<file path="config.mk">
export PLATFORM = sky130hd
export DESIGN_NAME = regfile_write_arbiter_flat
export DESIGN_NICKNAME = d
export VERILOG_FILES = /design/src/rtl/regfile_pkg.sv /design/src/rtl/regfile_write_arbiter_if.sv /design/src/rtl/rr_arb2.sv /design/src/rtl/regfile_write_arbiter.sv /design/src/flat_wrapper.sv
export SDC_FILE = /design/constraint.sdc
export NUM_CORES = 1
export LEC_CHECK = 0
export ABC_CLOCK_PERIOD_IN_PS = 2300
export CORE_MARGIN = 1
export CORE_UTILIZATION = 40
export DETAILED_ROUTE_END_ITERATION = 12
export PLACE_DENSITY_LB_ADDON = 0.12
export SLEW_MARGIN = 20
export SYNTH_ARGS = -nofsm -noshare
export SYNTH_HDL_FRONTEND = slang
export SYNTH_HIERARCHICAL = 1
export SYNTH_SLANG_ARGS = --single-unit
</file>
<file path="constraint.sdc">
create_clock -name clk -period 2.3 [get_ports clk]
set_clock_uncertainty 0.15 [all_clocks]
set_input_delay 0.345 -clock clk [delete_from_list [all_inputs] [get_ports clk]]
set_output_delay 0.345 -clock clk [all_outputs]
set_load 0.02 [all_outputs]
</file>
<file path="src/rtl/regfile_pkg.sv">
// Shared definitions for the LC-3 register file write arbiter.
//   DATA_W / ADDR_W / NUM_REGS : register width, select width, register count
//   state_t                    : arbiter FSM states (sweep, normal operation)
//   NZP_*                      : one-hot condition code values {N,Z,P}
//   nzp_of()                   : condition codes produced by a written value
package regfile_pkg;

    localparam int DATA_W   = 16;
    localparam int ADDR_W   = 3;
    localparam int NUM_REGS = 2 ** ADDR_W;

    // Select of the last register touched by the post-reset clear sweep.
    localparam logic [ADDR_W-1:0] LAST_REG = ADDR_W'(NUM_REGS - 1);

    typedef enum logic {
        INIT = 1'b0,
        RUN  = 1'b1
    } state_t;

    localparam logic [2:0] NZP_N = 3'b100;
    localparam logic [2:0] NZP_Z = 3'b010;
    localparam logic [2:0] NZP_P = 3'b001;

    // Two's-complement sign decides N first; otherwise zero vs positive.
    function automatic logic [2:0] nzp_of(input logic [DATA_W-1:0] value);
        if (value[DATA_W-1])
            return NZP_N;
        else if (value == '0)
            return NZP_Z;
        else
            return NZP_P;
    endfunction

endpackage

</file>
<file path="src/rtl/regfile_write_arbiter_if.sv">
// Bundle of the two writeback request ports and the register file write port.
//   valid0/ready0/dr0/data0/setcc0 : port 0 (ALU/execute) request handshake
//   valid1/ready1/dr1/data1/setcc1 : port 1 (memory load) request handshake
//   wr_en/wr_addr/wr_data          : registered register file write port
//   nzp                            : registered condition codes {N,Z,P}
//   init_done                      : clear sweep finished
// Modports: master = requesters / register file side, slave = arbiter.
interface regfile_write_arbiter_if;
    import regfile_pkg::*;

    logic              valid0;
    logic              ready0;
    logic [ADDR_W-1:0] dr0;
    logic [DATA_W-1:0] data0;
    logic              setcc0;

    logic              valid1;
    logic              ready1;
    logic [ADDR_W-1:0] dr1;
    logic [DATA_W-1:0] data1;
    logic              setcc1;

    logic              wr_en;
    logic [ADDR_W-1:0] wr_addr;
    logic [DATA_W-1:0] wr_data;
    logic [2:0]        nzp;
    logic              init_done;

    modport master (
        output valid0, dr0, data0, setcc0,
        output valid1, dr1, data1, setcc1,
        input  ready0, ready1,
        input  wr_en, wr_addr, wr_data, nzp, init_done
    );

    modport slave (
        input  valid0, dr0, data0, setcc0,
        input  valid1, dr1, data1, setcc1,
        output ready0, ready1,
        output wr_en, wr_addr, wr_data, nzp, init_done
    );

endinterface

</file>
<file path="src/rtl/rr_arb2.sv">
// Combinational two-way grant.
//   valid : {port1, port0} request vector
//   ptr   : round-robin pointer, names the port favoured on a tie
//   grant : one-hot {port1, port0} grant (zero when nothing is valid)
// RR_EN = 0 turns the tie-break into fixed priority with port 1 winning.
module rr_arb2 #(
    parameter bit RR_EN = 1'b1
) (
    input  logic [1:0] valid,
    input  logic       ptr,
    output logic [1:0] grant
);

    always_comb begin
        grant = valid;
        if (valid == 2'b11)
            grant = (RR_EN && !ptr) ? 2'b01 : 2'b10;
    end

endmodule

</file>
<file path="src/rtl/regfile_write_arbiter.sv">
// Owner of the single write port of the 8 x 16-bit LC-3 register file.
//   clk   : system clock, rising edge
//   reset : synchronous, active-high
//   bus   : slave side of regfile_write_arbiter_if (request ports, write
//           port, condition codes, init_done)
// After reset an optional sweep writes zero to R0..R7, then requests from
// the two writeback ports are accepted one per cycle and written with a
// latency of one clock. NZP follows every accepted write that asks for it.
module regfile_write_arbiter
    import regfile_pkg::*;
#(
    parameter bit INIT_CLEAR = 1'b1,
    parameter bit RR_EN      = 1'b1
) (
    input  logic                     clk,
    input  logic                     reset,
    regfile_write_arbiter_if.slave   bus
);

    localparam state_t RESET_STATE = INIT_CLEAR ? INIT : RUN;

    state_t            state_q,     state_d;
    logic [ADDR_W-1:0] sweep_q,     sweep_d;
    logic              ptr_q,       ptr_d;
    logic              init_done_q, init_done_d;
    logic              wr_en_q,     wr_en_d;
    logic [ADDR_W-1:0] wr_addr_q,   wr_addr_d;
    logic [DATA_W-1:0] wr_data_q,   wr_data_d;
    logic [2:0]        nzp_q,       nzp_d;

    logic [1:0] grant;
    logic       accepting;
    logic       xfer0;
    logic       xfer1;

    rr_arb2 #(
        .RR_EN (RR_EN)
    ) u_arb (
        .valid ({bus.valid1, bus.valid0}),
        .ptr   (ptr_q),
        .grant (grant)
    );

    // Requests are only taken in RUN and never while reset is held, so a
    // request presented during reset is dropped rather than half-accepted.
    assign accepting  = (state_q == RUN) && !reset;
    assign bus.ready0 = accepting && grant[0];
    assign bus.ready1 = accepting && grant[1];
    assign xfer0      = bus.valid0 && bus.ready0;
    assign xfer1      = bus.valid1 && bus.ready1;

    // NOTE: every signal written here gets a default first, so no path can
    // leave one unassigned and infer a latch.
    always_comb begin
        state_d     = state_q;
        sweep_d     = sweep_q;
        ptr_d       = ptr_q;
        init_done_d = init_done_q;
        wr_en_d     = 1'b0;
        wr_addr_d   = wr_addr_q;
        wr_data_d   = wr_data_q;
        nzp_d       = nzp_q;

        case (state_q)
            INIT: begin
                // Sweep writes never touch the condition codes.
                wr_en_d   = 1'b1;
                wr_addr_d = sweep_q;
                wr_data_d = '0;
                sweep_d   = sweep_q + 1'b1;
                if (sweep_q == LAST_REG) begin
                    init_done_d = 1'b1;
                    state_d     = RUN;
                end
            end
            RUN: begin
                if (xfer0) begin
                    wr_en_d   = 1'b1;
                    wr_addr_d = bus.dr0;
                    wr_data_d = bus.data0;
                    ptr_d     = 1'b1;
                    if (bus.setcc0)
                        nzp_d = nzp_of(bus.data0);
                end else if (xfer1) begin
                    wr_en_d   = 1'b1;
                    wr_addr_d = bus.dr1;
                    wr_data_d = bus.data1;
                    ptr_d     = 1'b0;
                    if (bus.setcc1)
                        nzp_d = nzp_of(bus.data1);
                end
            end
            default: state_d = RESET_STATE;
        endcase
    end

    // NOTE: state registers use non-blocking assignments so every flop
    // samples the pre-edge values, independent of statement order.
    always_ff @(posedge clk) begin
        if (reset) begin
            state_q     <= RESET_STATE;
            sweep_q     <= '0;
            ptr_q       <= 1'b0;
            init_done_q <= ~INIT_CLEAR;
            wr_en_q     <= 1'b0;
            wr_addr_q   <= '0;
            wr_data_q   <= '0;
            nzp_q       <= NZP_Z;
        end else begin
            state_q     <= state_d;
            sweep_q     <= sweep_d;
            ptr_q       <= ptr_d;
            init_done_q <= init_done_d;
            wr_en_q     <= wr_en_d;
            wr_addr_q   <= wr_addr_d;
            wr_data_q   <= wr_data_d;
            nzp_q       <= nzp_d;
        end
    end

    assign bus.wr_en     = wr_en_q;
    assign bus.wr_addr   = wr_addr_q;
    assign bus.wr_data   = wr_data_q;
    assign bus.nzp       = nzp_q;
    assign bus.init_done = init_done_q;

endmodule

</file>
<file path="src/flat_wrapper.sv">
// flat-port wrapper written by rule: the top's interface ports become plain ports
module regfile_write_arbiter_flat import regfile_pkg::*;
#(
    parameter bit INIT_CLEAR = 1'b1,
    parameter bit RR_EN      = 1'b1
)
  (clk, reset, bus_valid0, bus_dr0, bus_data0, bus_setcc0, bus_valid1, bus_dr1, bus_data1, bus_setcc1, bus_ready0, bus_ready1, bus_wr_en, bus_wr_addr, bus_wr_data, bus_nzp, bus_init_done);
  regfile_write_arbiter_if bus_i ();
  input  logic clk;
  input  logic reset;
  input wire logic [$bits(bus_i.valid0)-1:0] bus_valid0;
  input wire logic [$bits(bus_i.dr0)-1:0] bus_dr0;
  input wire logic [$bits(bus_i.data0)-1:0] bus_data0;
  input wire logic [$bits(bus_i.setcc0)-1:0] bus_setcc0;
  input wire logic [$bits(bus_i.valid1)-1:0] bus_valid1;
  input wire logic [$bits(bus_i.dr1)-1:0] bus_dr1;
  input wire logic [$bits(bus_i.data1)-1:0] bus_data1;
  input wire logic [$bits(bus_i.setcc1)-1:0] bus_setcc1;
  output wire logic [$bits(bus_i.ready0)-1:0] bus_ready0;
  output wire logic [$bits(bus_i.ready1)-1:0] bus_ready1;
  output wire logic [$bits(bus_i.wr_en)-1:0] bus_wr_en;
  output wire logic [$bits(bus_i.wr_addr)-1:0] bus_wr_addr;
  output wire logic [$bits(bus_i.wr_data)-1:0] bus_wr_data;
  output wire logic [$bits(bus_i.nzp)-1:0] bus_nzp;
  output wire logic [$bits(bus_i.init_done)-1:0] bus_init_done;
  assign bus_i.valid0 = bus_valid0;
  assign bus_i.dr0 = bus_dr0;
  assign bus_i.data0 = bus_data0;
  assign bus_i.setcc0 = bus_setcc0;
  assign bus_i.valid1 = bus_valid1;
  assign bus_i.dr1 = bus_dr1;
  assign bus_i.data1 = bus_data1;
  assign bus_i.setcc1 = bus_setcc1;
  assign bus_ready0 = bus_i.ready0;
  assign bus_ready1 = bus_i.ready1;
  assign bus_wr_en = bus_i.wr_en;
  assign bus_wr_addr = bus_i.wr_addr;
  assign bus_wr_data = bus_i.wr_data;
  assign bus_nzp = bus_i.nzp;
  assign bus_init_done = bus_i.init_done;
  regfile_write_arbiter #(.INIT_CLEAR(INIT_CLEAR), .RR_EN(RR_EN)) u_core (.clk(clk), .reset(reset), .bus(bus_i));
endmodule
</file>
==> key figures, run 1 <==
Synth
  • Syn Nets: 196
  • Post-Synthesis Cells: 150
  • EDFF count, synth: 0
  • Top_reg_cell synth: dfxtp_1
  • Seq/Total Area, Yosys: 40.0%
  • Syn Area/Cell: 9.67 um2
  • Async set-reset flop share out of synthesis: 0%
  • Register bit total from synthesis: 29
  • Count of different cell masters after synthesis: 30
  • Area share of the largest cell type after synthesis: 40.0%
  • Yosys top cell by area: dfxtp_1
  • Warnings from Yosys: 6
  • Mapped cell area: 1450 um2
  • Ranking of synthesized cells by area: dfxtp_1 40%, mux2i_1 12%, a211oi_1 8.8%

Clock tree
  • Postcts setup bufs: 0
  • CTS Sinks: 29
  • Clk_lat worst skew: 0.34 ns
  • TritonCTS Buffers: 5
  • TritonCTS clock tree: built
  • Clock Tree Buf Depth: 2
  • H-tree levels: 2
  • Reg clk slew, reported paths: 0.10 ns
  • Clock Tree Root: clkbuf_4

Power and ir drop
  • Total power: 1.11 mW
  • Peak supply drop: 0.229 mV
  • P per Cell Area: 480 nW/um2
  • Static leakage: 0.952 nW

Die
  • Die area: 3870 um2
  • Ports: 70
  • Chip Height: 62.2 um
  • Starting Density: 42.5%
  • Die X: 62.2 um
  • Core Region: 3420 um2
  • Row count: 21

Worst setup path
  • CP Cell Sequence: clkdlybuf4s50_1 > buf_4 > a21boi_1 > and2_1 > dlygate4sd2_1
  • Slowest stage cell on the critical path: clkdlybuf4s50_1
  • Critical path class: primary input to output pin
  • Worst reg2reg setup slack: 0.40 ns
  • Max stage delay on crit path: 0.42 ns
  • Worst setup path startpoint: bus_valid0
  • CP Max Fanout: 3
  • CP startpoint kind: primary input
  • Worst r2r src: u_core/ptr_q
  • Worst path required time: 1.80 ns
  • Crit end category: output pin
  • Worst Path Arrival: 1.56 ns

Drt
  • Routed Antenna Nets: 0
  • Via count: 1,484
  • Final wirelength: 4070 um
  • Via-per-instance ratio: 5.42
  • DRC: 0
  • DR WL/cell: 14.8 um
  • Iteration-0 DRC Markers: 58
  • Pre-Repair DR Iteration Count: 4

Layout
  • Final Non-Filler Cells: 274
  • N_diodes: 0
  • Design Area, Final: 2320 um2
  • Layout Nets: 273
  • Most common cell after layout, fill and taps aside: clkdlybuf4s50_1
  • Fraction of layout cells with a size suffix above 1: 13.6%
  • Most frequent cells in the layout: 67 x clkdlybuf4s50_1, 29 x dfxtp_1, 23 x a21oi_1
  • Area Growth Syn to Fin: 59.7%

Timing
  • Highest Clock Rate: 488 MHz
  • Max transition margin: 68.4%
  • Tmin final: 2.05 ns
  • Fin. Hold Viols: 0
  • Worst-margin pin slew: 0.469 ns
  • Max-slew violation count: 0
  • Number of setup violations in the final report: 0
  • Tcrit/Tclk final: 89.1%
  • Unrepaired setup endpoints after global routing: false

Global routing
  • Pin count of the biggest net entering global routing: 21
  • Vias in the first global route: 1,481
  • Initial antenna violation count: 0
  • Grt ovf: 0
  • Total global-route track usage: 22.4%
  • First-pass GRT wire length: 6710 um

Hold path
  • Worst hold start: u_core/bus.wr_addr[2]
  • Hold Crit Class: flip-flop to flip-flop

Place
  • Final HPWL DP: 3120 um
  • Placed cells: 266
  • Final GP Congestion: 0.846
  • Area after DPL: 2230 um2
  • # port buffers: 69

Run status
  • Run status: completed

Run
  • Max Cap Viol: 0
[final timing paths]
check	endpoint	cells past startpoint
worst min-delay path	u_core/bus.wr_addr[2]	2
worst min register to register	u_core/bus.wr_addr[2]	2
worst max register to register	u_core/bus.wr_addr[1]	7
worst max-delay path	bus_ready1	5
[Yosys cell counts (2+ instances only)]
master    count
clkbuf_1      5
inv_1         2
nand2b_1      4
mux2_4        2
mux2_2        3
dfxtp_1      29
buf_4         3
ha_1          2
a21boi_1      2
a211oi_1     17
a21oi_1      23
buf_2         2
nor4_1        8
mux2i_1      18
a22oi_1       4
and2_1        2
nand3_1       3
buf_6         2
nor2_1        7
nand4_1       2
[critical path: cells and delay by family]
kind | cells | cell delay (ns)
AOI/OAI and AO/OA | 1 | 0.16
buffers and inverters | 3 | 0.91
and+or+nand+nor | 1 | 0.15
[per-layer routing]
layer / track usage (%) / share of wire, % / up-vias
li1: - / - / 723
met1: 24.6 / 41 / 690
met2: 36.7 / 49 / 60
met3: 9.56 / 7.8 / 11
met4: 11.6 / 2.5 / 0
met5: 0 / 0 / -
[what timing repair did]
action,4_1_cts,5_1_grt
hold buffers,0,0
endpoints found under the setup margin,2,1
pin swaps,0,0
resized for setup,2,1
[sequential cells by signal (all words and copies together), names as in the netlist]
name / cells
u_core/bus.wr_data: 16
u_core/bus.nzp: 3
u_core/bus.wr_addr: 3
u_core/sweep_q: 3
u_core/bus.init_done: 1
u_core/bus.wr_en: 1
u_core/ptr_q: 1
u_core/state_q: 1
[cells by family (layout without fill, tap and decap cells)]
group | after synthesis | in the layout | synth area share, %
AOI/OAI and AO/OA | 49 | 49 | 21.4
and+or+nand+nor | 32 | 32 | 13.8
DFF | 29 | 29 | 40.0
muxes | 23 | 23 | 16.8
buffers and inverters | 14 | 92 | 5.61
adders and majority gates | 2 | 2 | 1.73
xor gates and xnor gates | 1 | 1 | 0.604
[final cells by class]
cell class | instances | area [um2]
clock buffer | 5 | 37.5
clock inverter | 3 | 46.3
fill | 282 | 1100
inverter | 2 | 7.51
multi-input combinational | 107 | 797
sequential | 29 | 581
tap | 46 | 57.6
timing repair buffer | 82 | 790
[where the power goes]
group / leakage, nW / total, mW / internal [mW] / switching [mW]
clock network: 0.0414 / 0.425 / 0.230 / 0.196
registers: 0.235 / 0.519 / 0.512 / 0.00709
logic: 0.675 / 0.167 / 0.105 / 0.0624
[metrics by stage]
stage | util, % | TNS [ns] | worst slack (ns) | hold WS, ns
2_1_floorplan | - | 0 | 0.449 | 0.313
5_1_grt | 67.8 | 0 | 0.222 | 0.366
6_report | 67.8 | 0 | 0.250 | 0.323
3_5_place_dp | 65.2 | -0.151 | -0.0478 | 0.307
4_1_cts | 67.7 | 0 | 0.0155 | 0.323
3_3_place_gp | 65.2 | 0 | 0.00333 | 0.311
Note: power is estimated with default switching activity, not from simulation.
==> inputs of run 2 (changes only) <==
--- a/config.mk
+++ b/config.mk
@@ -7,9 +7,12 @@
 export LEC_CHECK = 0
 export ABC_CLOCK_PERIOD_IN_PS = 2300
 export CORE_MARGIN = 1
-export CORE_UTILIZATION = 40
+export CORE_UTILIZATION = 42
+export CTS_BUF_LIST = sky130_fd_sc_hd__clkbuf_4 sky130_fd_sc_hd__clkbuf_8
 export DETAILED_ROUTE_END_ITERATION = 12
 export PLACE_DENSITY_LB_ADDON = 0.12
+export RECOVER_POWER = 100
+export SETUP_SLACK_MARGIN = 0.5
 export SLEW_MARGIN = 20
 export SYNTH_ARGS = -nofsm -noshare
 export SYNTH_HDL_FRONTEND = slang
==> run 2 against run 1 <==
  * Register-to-register slack is essentially flat
  * Largest cell class unchanged
  * Maximum frequency grew 7.8%
  * Cell area shrank 5.4%
  * Clock power shrank 17%
  * Sequential share of layout area grew 1.6 points
  * Sequential cell count is the same
  * Critical path type is now flip-flop to flip-flop
==> key figures, run 2 (synthesized netlist as in run 1, its figures left out) <==
Run
  • Max Cap Viol: 0 (unchanged)

Drt
  • Iteration-0 DRC Markers: 53 (-8.6%)
  • DR WL/cell: 15.5 um (+4.5%)
  • DRC: 0 (unchanged)
  • Via count: 1,456 (-1.9%)
  • Pre-Repair DR Iteration Count: 6 (+2)
  • Final wirelength: 4170 um (+2.6%)
  • Highest metal used: met4
  • Met1 WL: 1720 um (+4.3%)
  • Wire length on met2: 2120 um (+6.2%)
  • DR WL met3: 256 um (-19%)
  • Via-per-instance ratio: 5.41 (about the same)
  • Routed Antenna Nets: 0 (unchanged)

Clock tree
  • H-tree levels: 2 (unchanged)
  • CTS Sinks: 29 (unchanged)
  • Clock Tree Root: clkbuf_4
  • TritonCTS clock tree: built
  • Hold buffers post-CTS: 0 (unchanged)
  • TritonCTS Buffers: 5 (unchanged)
  • Reg clk slew, reported paths: 0.09 ns (about the same)
  • Clk_lat worst skew: 0.33 ns (about the same)
  • Clock Tree Buf Depth: 2 (unchanged)

Worst setup path
  • Delay-heaviest family, CP: compound AO/OA/AOI/OAI gates
  • Worst Path Arrival: 1.98 ns (+0.42 ns)
  • CP Max Fanout: 3 (unchanged)
  • Worst path depth: 7 (+2)
  • Crit end category: flip-flop
  • Critical path class: flip-flop to flip-flop
  • R2R Path End: u_core/bus.nzp[1]
  • Crit path to: u_core/bus.nzp[1]
  • Worst reg2reg setup slack: 0.40 ns (about the same)
  • Slowest stage cell on the critical path: dfxtp_1
  • WP buf/inv: 2 (-1)
  • Worst path required time: 2.38 ns (+0.58 ns)
  • Worst setup path startpoint: u_core/ptr_q
  • Max stage delay on crit path: 0.41 ns (about the same)
  • Worst r2r src: u_core/ptr_q
  • CP Cell Sequence: inv_1 > a21boi_0 > a22oi_1 > nor3_4 > buf_4 > and2_4 > mux2_4
  • CP startpoint kind: flip-flop
  • R2r worst-path depth: 7 (unchanged)

Timing
  • Number of setup violations in the final report: 0 (unchanged)
  • Highest Clock Rate: 526 MHz (+7.8%)
  • Max-slew violation count: 0 (unchanged)
  • Tcrit/Tclk final: 82.7% (-6.5 points)
  • Fin Setup TNS: 0 ns (unchanged)
  • Worst-margin pin slew: 0.432 ns (-0.0375 ns)
  • Tmin final: 1.90 ns (-0.148 ns)
  • Fin. Hold Viols: 0 (unchanged)
  • Max transition margin: 70.9% (+2.5 points)
  • Unrepaired setup endpoints after global routing: true

Place
  • Final HPWL DP: 2960 um (-5.1%)
  • Placed cells: 258 (-3.0%)
  • # port buffers: 69 (unchanged)
  • Area after DPL: 2200 um2 (-1.4%)
  • Final GP Congestion: 0.757 (-11%)

Layout
  • Multi-input gate area: 813 um2 (+2.0%)
  • N_diodes: 0 (unchanged)
  • Layout Nets: 270 (-1.1%)
  • Most common cell after layout, fill and taps aside: clkdlybuf4s50_1
  • Area Growth Syn to Fin: 51.1%
  • Final Non-Filler Cells: 269 (-1.8%)
  • Fraction of layout cells with a size suffix above 1: 14.7% (+1.1 points)
  • Register area: 584 um2 (+0.65%)
  • Most frequent cells in the layout: 40 x clkdlybuf4s50_1, 28 x dfxtp_1, 24 x clkbuf_1
  • Largest register FFs: 16 (unchanged)
  • Utilization after layout: 69.5% (+1.7 points)
  • Fillcell total: 292 (+3.5%)
  • Design Area, Final: 2190 um2 (-5.4%)

Power and ir drop
  • Peak supply drop: 0.304 mV (+33%)
  • Total power: 1.03 mW (-7.5%)
  • P per Cell Area: 469 nW/um2 (-2.2%)
  • Static leakage: 0.892 nW (-6.2%)

Die
  • Starting Density: 46.0% (+3.5 points)
  • Row count: 20 (-4.8%)
  • Die area: 3690 um2 (-4.6%)
  • Die X: 60.8 um (-2.3%)
  • Chip Height: 60.8 um (-2.3%)
  • Core Region: 3150 um2 (-7.7%)
  • Ports: 70 (unchanged)

Run status
  • Run status: completed

Global routing
  • First-pass GRT wire length: 6490 um (-3.3%)
  • Pin count of the biggest net entering global routing: 29 (+38%)
  • Vias in the first global route: 1,443 (-2.6%)
  • Grt ovf: 0 (unchanged)
  • Total global-route track usage: 24.4% (+2.0 points)
  • Initial antenna violation count: 0 (unchanged)

Hold path
  • Hold Crit Class: flip-flop to flip-flop
-- run 2: cell types whose count changed in the layout (fill, tap and decap cells not counted), moves of 2 or more --
cell / change
buf_4: -8
buf_2: +2
a21boi_1: -2
clkbuf_1: +24
buf_12: +3
dlygate4sd2_1: +2
clkdlybuf4s50_1: -27
clkbuf_8: +2
-- run 2: worst min-delay path by stage --
stage	start	endpoint	slack, ns	cells past startpoint
6_report	u_core/bus.wr_addr[0]	u_core/bus.wr_addr[0]	0.34	2
2_1_floorplan	u_core/ptr_q	u_core/ptr_q	0.32	2
4_1_cts	u_core/bus.wr_addr[0]	u_core/bus.wr_addr[0]	0.34	2
5_1_grt	u_core/bus.wr_addr[0]	u_core/bus.wr_addr[0]	0.36	2
3_3_place_gp	u_core/bus.init_done	u_core/bus.init_done	0.31	2
3_5_place_dp	u_core/bus.init_done	u_core/bus.init_done	0.32	2
-- run 2: area by class of cell --
| cell class | count | share of cell area, % |
|---|---|---|
| multi-input cells | 107 | 37.1 |
| clock buffers | 7 | 2.97 |
| flip-flops and latches | 29 | 26.7 |
| well taps | 44 | 2.51 |
| repair buffers | 79 | 30.2 |
| clock inverters | 1 | 0.228 |
| inverters | 2 | 0.343 |
-- run 2: stage by stage --
step | worst slack (ns) | hold WS (ns)
floorplan | 0.545 | 0.325
CTS | 0.490 | 0.339
global route | 0.240 | 0.364
global placement | -0.00766 | 0.308
detailed placement | -0.0964 | 0.323
finish | 0.398 | 0.336
-- run 2: power breakdown --
part	switching [mW]	internal, mW
combinational	0.0623	0.0946
sequential	0.00732	0.511
clock	0.176	0.177
total	0.246	0.782
-- run 2: what timing repair did --
item / 4_1_cts / 5_1_grt
pin swaps: 1 / 1
buffers inserted: 0 / 2
cloned: 0 / 1
resized for setup: 20 / 31
endpoints found under the setup margin: 25 / 47
-- run 2: routing by layer --
layer	vias to the layer above	track usage (%)
met5	-	0
met4	0	8.44
met3	8	9.81
met2	49	43.8
met1	680	25.8
li1	719	-
-- run 2: worst min-delay path, cell delays in order (launching register included) --
cell and delay [ns]:
dfxtp_1 0.32, nand3_1 0.07, a21oi_1 0.05
==> RTL change, RTL diff (config.mk and constraints of run 1) <==
Set the package constant `ADDR_W` to 4 (it was 3).
--- a/src/rtl/regfile_pkg.sv
+++ b/src/rtl/regfile_pkg.sv
@@ -8,3 +8,3 @@
     localparam int DATA_W   = 16;
-    localparam int ADDR_W   = 3;
+    localparam int ADDR_W   = 4;
     localparam int NUM_REGS = 2 ** ADDR_W;
Ports: changed (resized bus_dr0, bus_dr1 and bus_wr_addr); port bits go from 70 to 73. No check against the original RTL was run, so the function may have changed too.
==> RTL change against run 1 <==
- total power is 6.8% higher
- sequential cell count is 2 higher
- routed wire length is 10% higher
- design area is 6.6% higher
- clock power is 10% higher
- sequential power is 6.4% higher
- area after synthesis is 7.2% higher
- worst setup slack worse by 7.0 ps
- via count is 4.0% higher
- critical path depth is 3 higher
==> RTL change: results (changes against run 1) <==
- Routed len/inst: 15.5 um (+4.3%)
- Worst-path clk slew: 70 ps (-30 ps)
- Critical path type: input port to flop
- Worst hold start: u_core/bus.wr_addr[3]
- First-pass GRT wire length: 7010 um (+4.5%)
- CP arrival: 2100 ps (+540 ps)
- Largest net degree at the start of global routing: 31 (+48%)
- DR pass1 iterations: 4 (unchanged)
- Input/output buffers: 72 (+4.3%)
- Initial drt markers: 82 (+41%)
- Outcome: finished clean
- Leakage: 0.994 nW (+4.4%)
- Vias in the first global route: 1626 (+9.8%)
- Sequential fraction of the synthesis area: 39.9% (-0.099 points)
- Synth top cells by count: dfxtp_1, a21oi_1, mux2i_1
- Detailed placement HPWL: 3400 um (+9.2%)
- Post-layout nets: 288 (+5.5%)
- Slowest-stage cell, CP: clkdlybuf4s50_1
- Critical path's largest stage delay: 500 ps (+80 ps)
- CTS Root Cell: clkbuf_8
- CP delay by family, top: buffers and inverters
- Share of post-route cells with drive strength above 1: 12.0% (-1.6 points)
- Worst-margin pin slew: 394 ps (-75.2 ps)
- Max FO, Critical Path: 18 (+15)
- Post-Route WL: 4490 um (+10%)
- Vias per std cell: 5.32 (-1.8%)
- Reg-to-Reg Start: u_core/state_q
- Synth cell types: 32 (+6.7%)
- N_diodes: 0 (unchanged)
- Placer Congestion: 0.781 (-7.8%)
- Synth top area cells: dfxtp_1, mux2i_1, a21oi_1
- Worst Setup SP: bus_valid0
- Mean Syn Cell Area: 9.48 um2 (-2.0%)
- Ys flop type: dfxtp_1
- Worst-skew pair later-pin latency: 270 ps (-70 ps)
- Syn nets: 211 (+7.7%)
- Inst Count DP: 282 (+6.0%)
- Max rail drop VDD: 0.306 mV (+34%)
- Overall Global Routing Usage: 22.2% (-0.21 points)
- Fill cell count: 311 (+10%)
RTL change: where the power goes:
part           total [W]  switching [W]  leakage, nW  internal [W]
sequential      0.000552     0.00000663        0.251      0.000545
combinational   0.000166      0.0000625        0.691      0.000104
clock           0.000469       0.000196       0.0515      0.000273
total            0.00119       0.000265        0.994      0.000922
RTL change: area by class of cell:
cell class / instances / share of cell area [%]
Clock buffer: 8 / 4.05
Inverter: 2 / 0.304
Multi-Input combinational cell: 117 / 34.3
Sequential cell: 31 / 25.1
Tap cell: 48 / 2.43
Timing Repair Buffer: 84 / 33.7
RTL change: logic make-up after synthesis:
kind of cell / count (synthesis) / synth area share (%)
flip-flops: 31 / 39.9
AND/OR/NAND/NOR: 37 / 14.3
multiplexers: 24 / 16.1
adder cells (fa/ha/maj): 1 / 0.805
AO/OA/AOI/OAI: 52 / 21.6
buffers and inverters: 16 / 5.64
XOR/XNOR: 3 / 1.69
RTL change: final timing paths:
kind / endpoint / slack [ps] / cells after the start
worst max-delay path: u_core/bus.wr_data[3] / 240 / 8
worst min register to register: u_core/bus.wr_addr[3] / 320 / 2
worst max register to register: u_core/bus.wr_data[3] / 460 / 6
worst min-delay path: u_core/bus.wr_addr[3] / 320 / 2
RTL change: timing repair:
| item | in CTS | in global routing |
|---|---|---|
| setup buffers | 0 | 0 |
| resized for setup | 2 | 0 |
| endpoints found under the setup margin | 2 | 0 |
| hold endpoints to repair | 0 | 0 |
RTL change: tightest hold or removal path: stages, from the launching register on:
cell	delay [ps]
dfxtp_1	310
nand3_1	60
a21oi_1	50
RTL change: stage by stage:
stage	instance area, um2	power [W]	TNS [ps]	setup slack (ps)
2_1_floorplan	1550	0.000616	0	532
3_3_place_gp	2370	0.000725	0	48.3
3_5_place_dp	2370	0.000728	-369	-49.5
4_1_cts	2470	0.00119	0	233
5_1_grt	2470	0.00123	0	38.0
6_report	2470	0.00119	0	243
RTL change: metal layers:
layer | wire length [um] | vias to the layer above | track usage (%)
li1 | - | 766 | -
met1 | 1910 | 707 | 25.4
met2 | 2180 | 62 | 37.9
met3 | 323 | 8 | 5.54
met4 | 82 | 0 | 11.4
met5 | 0 | - | 0
